`src/rtl/data_mem_arbiter.sv`:
```
// data_mem_arbiter
//   Two-port arbiter/sequencer in front of a single-port data memory.
//   Port 0 serves the core load/store path, port 1 a secondary master
//   (test loader / DMA). An accepted request is latched in IDLE and driven
//   onto the memory for exactly one ACCESS cycle. Read data is captured
//   into a per-port register and returned with a one-cycle valid pulse.
//
// Parameters
//   FIXED_PRIO  0 = round-robin on a tie, 1 = port 0 always wins a tie
//   AW          address width (memory depth 2^AW)
//   DW          data width
//
// Ports
//   CLK, Reset                       clock (rising edge), async active-high reset
//   req*, we*, addr*, wdata*         per-port request (held until gnt*)
//   gnt*                             per-port accept pulse (combinational, IDLE only)
//   rvalid*, rdata*                  per-port read response; rdata* holds between reads
//   mem_addr, mem_wdata              memory address / write data (hold last latched value)
//   mem_read, mem_write              memory enables, asserted only in ACCESS
//   mem_rdata                        memory read data, may be Z outside a read
//   busy                             high in ACCESS
module data_mem_arbiter #(
   parameter int unsigned FIXED_PRIO = 0,
   parameter int unsigned AW         = 8,
   parameter int unsigned DW         = 8
) (
   input  logic          CLK,
   input  logic          Reset,
   input  logic          req0,
   input  logic          we0,
   input  logic [AW-1:0] addr0,
   input  logic [DW-1:0] wdata0,
   output logic          gnt0,
   output logic          rvalid0,
   output logic [DW-1:0] rdata0,
   input  logic          req1,
   input  logic          we1,
   input  logic [AW-1:0] addr1,
   input  logic [DW-1:0] wdata1,
   output logic          gnt1,
   output logic          rvalid1,
   output logic [DW-1:0] rdata1,
   output logic [AW-1:0] mem_addr,
   output logic          mem_read,
   output logic          mem_write,
   output logic [DW-1:0] mem_wdata,
   input  logic [DW-1:0] mem_rdata,
   output logic          busy
);

   typedef enum logic {StIdle, StAccess} stateT;

   stateT         stateQ, stateD;
   logic          lastWinnerQ;
   logic          winnerQ;
   logic          weQ;
   logic [AW-1:0] addrQ;
   logic [DW-1:0] wdataQ;
   logic [DW-1:0] rdata0Q, rdata1Q;
   logic          rvalid0Q, rvalid1Q;
   logic          anyReq;
   logic          winner;
   logic          accept;

   assign anyReq = req0 | req1;
   assign accept = (stateQ == StIdle) && anyReq;

   // Winner selection; on a tie round-robin favours the port that did not win last.
   always_comb begin
      winner = 1'b0;
      if (req0 && req1) begin
         winner = (FIXED_PRIO != 0) ? 1'b0 : ~lastWinnerQ;
      end else begin
         winner = req1;
      end
   end

   always_comb begin
      stateD = stateQ;
      gnt0   = 1'b0;
      gnt1   = 1'b0;
      case (stateQ)
         StIdle: begin
            if (anyReq) begin
               gnt0   = ~winner;
               gnt1   = winner;
               stateD = StAccess;
            end
         end
         StAccess: stateD = StIdle;
         default:  stateD = StIdle;
      endcase
   end

   always_ff @(posedge CLK or posedge Reset) begin
      if (Reset) begin
         stateQ      <= StIdle;
         lastWinnerQ <= 1'b1;
         winnerQ     <= 1'b0;
         weQ         <= 1'b0;
         addrQ       <= '0;
         wdataQ      <= '0;
         rdata0Q     <= '0;
         rdata1Q     <= '0;
         rvalid0Q    <= 1'b0;
         rvalid1Q    <= 1'b0;
      end else begin
         stateQ   <= stateD;
         rvalid0Q <= 1'b0;
         rvalid1Q <= 1'b0;
         if (accept) begin
            addrQ       <= winner ? addr1 : addr0;
            wdataQ      <= winner ? wdata1 : wdata0;
            weQ         <= winner ? we1 : we0;
            winnerQ     <= winner;
            lastWinnerQ <= winner;
         end
         // mem_rdata is only trusted during a read access; it may be Z otherwise.
         if (stateQ == StAccess && !weQ) begin
            if (winnerQ) begin
               rdata1Q  <= mem_rdata;
               rvalid1Q <= 1'b1;
            end else begin
               rdata0Q  <= mem_rdata;
               rvalid0Q <= 1'b1;
            end
         end
      end
   end

   // Enables decode from state so reset kills an in-flight access immediately.
   assign busy      = (stateQ == StAccess);
   assign mem_read  = busy & ~weQ;
   assign mem_write = busy & weQ;
   assign mem_addr  = addrQ;
   assign mem_wdata = wdataQ;
   assign rdata0    = rdata0Q;
   assign rdata1    = rdata1Q;
   assign rvalid0   = rvalid0Q;
   assign rvalid1   = rvalid1Q;

endmodule

```
`config.mk`:
```
export PLATFORM = sky130hd
export DESIGN_NAME = data_mem_arbiter
export DESIGN_NICKNAME = d
export VERILOG_FILES = /design/src/rtl/data_mem_arbiter.sv
export SDC_FILE = /design/constraint.sdc
export NUM_CORES = 1
export LEC_CHECK = 0
export CAP_MARGIN = 40
export CORE_MARGIN = 3
export CORE_UTILIZATION = 55
export DETAILED_ROUTE_END_ITERATION = 8
export DONT_BUFFER_PORTS = 1
export GPL_ROUTABILITY_DRIVEN = 0
export PLACE_DENSITY = 0.7
export SETUP_SLACK_MARGIN = 0.1
export SYNTH_ARGS = -nofsm -noshare
export SYNTH_HDL_FRONTEND = slang
export SYNTH_SLANG_ARGS = --single-unit
```
`constraint.sdc`:
```
create_clock -name CLK -period 3.7 [get_ports CLK]
set_input_delay 0.37 -clock CLK [delete_from_list [all_inputs] [get_ports CLK]]
set_output_delay 0.37 -clock CLK [all_outputs]
set_load 0.03 [all_outputs]
```
# == Word level (Yosys, flattened, before mapping) ==
# Index checks and enable logic that the tools add are counted.
# totals
register_bits,38
inputBits,46
output_inout_bits,39
wordCells,38
# classes
n_mux,14
bitwise_logic,8
reduce_logical,6
# ops
cell,n
8-bit 2-to-1 mux,2
1-bit 2-to-1 mux,11
1-bit inverter,5
2-bit AND reduction,2
1-bit logical AND,3
1-bit AND,2
1-bit one-hot mux with 2 select lines,1
1-bit logical NOT,1
1-bit OR,1

# == Depth between registers and ports, before layout ==
# depth
word_depth,5
depth_mapped,5
ltp_nobuf,4

# == Worst setup path before layout ==
# No wires, ideal clock.
# synth_timing
path_type,register to output
start,"reg stateQ, in the netlist busy"
end,out gnt0
arrival_time_ns,1.483
required_time_ns,3.330
slack_ns,1.847
path_stages_with_launch,5
path_buffers,2
path_cell_list,dfrtp_1 o21bai_1 buf_4 buf_4 nor2_1
# synth_between
elab_chain_len,1
# synth_lines
item,line,rtl
from (decl),53,"stateT stateQ, stateD;"
from (signal assigned),97,stateQ <= StIdle;
from (signal assigned),108,stateQ <= stateD;
1-bit 2-to-1 mux,82,case (stateQ)
to (decl),33,"output logic gnt0,"
# No other way between the ends.

# == Final worst setup path ==
# Ends and elaborated chain as after synthesis.

==> impl_metrics.yaml <==
final_layout:
  drive_gt1_share_pct: 21.7
  final_util_pct: 64.0
  nNetsFinal: 189
  num_antenna_cells: 0
  num-fill-cells: 203
  area_growth_pct: 4.95
critical_path:
  worst-setup-path-type: "reg -> out"
  crit_path_max_fanout: 20
  crit_family: "flip-flops"
  path_cells: "o21bai_1 -> buf_4 -> nor2_1"
  arrival_ps: 1780
  slowest_delay_ps: 550
  worstPathRequired_ps: 3330
  endpoint_kind: "output pin"
  path_buf_inv: 1
  start_kind: "flop"
  slowest_stage: "dfrtp_1"
worst_hold_path:
  min_path_type: "in -> async"
global_route:
  grt.total_usage_pct: 18.0
  grt_pass1_vias: 1046
  overflow: 0
  grt_pass1_wl_mm: 4.76
  antenna_found_initial: 0
  grt_start_max_net_pins: 39
power_and_ir_drop:
  swShare_pct: 42.6
  p_int_mw: 0.829
  p_switching_mw: 0.615
  seqPwrFrac_pct: 64.2
  p_clk_share_pct: 19.8
  power.leakage_nw: 0.759
  vdd_drop_max_v: 0.000673
  pwr-share-comb_pct: 16.0
  power.density_nw_per_um2: 864
timing:
  timing_hold_violations_final: 0
  finalSetupViolations: 0
  fin_worst_skew_ps: 11.1
  period_minus_slack_ps: 2150
  slew_violations: 0
  period_share_pct: 58.0
  rsz0062_at_grt: "false"
  timing.slew.headroom_pct: 51.0
  clock.fmax_mhz: 466
  fin_ws_ps: 1550
  worstMarginPinSlew_ps: 731
  setup_tns_ps: 0
  finalHoldWorstSlack_ps: 17.2
route:
  drcViolationCount: 0
  totalWireLength_mm: 3.13
  drt_iter0_drc: 38
  ant_nets: 0
  vias: 1035
  detail_route.wl_per_cell_um: 18.1
  routed_via_density: 5.98
  first_pass_iters: 5
synthesis:
  avgSynthCellArea_um2: 11.3
  ys_ff_latch: 38
  yosysUniqueCellTypes: 24
  ys_warn_count: 0
  synth_nets: 187
  syn_area_um2: 1590
  syn_inst: 141
  ys_seq_area_share_pct: 59.8
floorplan:
  rows: 18
  die_w_um: 59.8
  die_y_um: 59.8
  core_um2: 2610
  io-pin-count: 85
  initial_core_util_pct: 61.0
  die-area_um2: 3580
placement:
  hpwl_mm: 2.30
  dp_slack_ps: 1850
  port_buffers: 0
clock_network:
  numCtsBuffers: 5
  hold_buffers: 0
  cts.htree.levels: 2
  cts_tree: "built"
  root_buffer: "clkbuf_4"
  cts.path.max_buffers: 2
  post_cts_resize_count: 0
  clk_pin_slew_ps: 110
  cts.sinks: 38
  post-cts-setup-buffers: 0
  insertion_delay_ps: 340
flow_run:
  cap_violations: 0
outcome:
  status: "completed"
==> sequential cells by signal, summed over array words and instances (netlist names), 8 cells and up <==
| signal | count |
|---|---|
| mem_addr | 8 |
| mem_wdata | 8 |
| rdata0 | 8 |
| rdata1 | 8 |
==> kinds of logic after synthesis <==
| group | synth area share (%) |
|---|---|
| buffers and inverters | 4.40 |
| AO/OA/AOI/OAI | 13.5 |
| flip-flops | 59.8 |
| AND/OR/NAND/NOR | 11.0 |
| multiplexers | 11.3 |
==> path summary, 6_finish.rpt <==
path	endpoint	cells past startpoint	slack [ps]	startpoint
worst max-delay path	gnt0	3	1550	busy
min in group CLK	lastWinnerQ	1	90	req0
max in group asynchronous	lastWinnerQ	2	3340	Reset
worst min register to register	winnerQ	1	540	winnerQ
worst min-delay path	rdata0[4]	2	20	Reset
worst max register to register	rdata0[0]	3	1840	busy
==> cells in the final DEF (no fill, tap or decap) <==
cell type,instances
a21bo_1,1
a21boi_2,1
a21o_1,1
a21oi_1,29
a221o_1,1
a31oi_1,1
a32oi_1,2
and2_1,1
and2b_1,1
and3_4,1
buf_4,2
bufinv_16,1
clkbuf_4,5
clkbuf_8,1
dfrtp_1,37
dfstp_2,1
inv_1,3
inv_2,1
mux2_2,16
nand2_1,16
nand2_2,1
nand3_1,2
nor2_1,16
nor2b_4,1
o21bai_1,1
==> cells in the mapped netlist <==
library cell	instances	share of area [%]
buf_2	2	0.63
a21boi_2	1	0.71
a31oi_1	1	0.39
a21bo_1	1	0.63
o21bai_1	1	0.47
a21o_1	1	0.47
nand3_1	2	0.63
a221o_1	1	0.63
buf_4	3	1.4
dfrtp_1	37	58
nor2b_4	1	0.86
mux2_2	16	11
and3_4	1	0.71
inv_2	1	0.24
buf_6	2	1.4
nand2_2	1	0.39
dfstp_2	1	1.6
and2b_1	1	0.47
a21oi_1	29	9.1
and2_1	1	0.39
inv_1	3	0.71
nand2_1	16	3.8
a32oi_1	2	1.1
nor2_1	16	3.8
==> through the flow <==
stage                     std cells  cell area [µm²]  power (mW)
after floorplan                 141             1590        1.12
after global placement          166             1590        1.16
after detailed placement        166             1590        1.18
after CTS                       173             1670        1.46
after global routing            173             1670        1.51
final                           173             1670        1.44
==> cell type report <==
class	count	area [µm²]	share of cell area (%)
flip-flops and latches	38	952	57.0
clock inverters	1	30.0	1.80
well taps	30	37.5	2.25
inverters	4	15.0	0.898
repair buffers	2	15.0	0.898
clock buffers	6	51.3	3.07
multi-input cells	92	571	34.1
==> layer usage <==
metal	up-vias	GRT usage [%]	wire length, µm
met3	4	8.21	401
met5	-	0	0
met1	489	21.3	1190
met4	0	5.70	27
li1	482	-	-
met2	60	29.2	1500
==> power by group through the flow <==
stage	clock [mW]	sequential [mW]	combinational, mW
floorplan	0	0.908	0.214
global placement	0	0.937	0.222
detailed placement	0	0.940	0.237
CTS	0.291	0.932	0.236
global route	0.309	0.948	0.256
finish	0.286	0.927	0.231
Power figures use the tool's default switching activity.
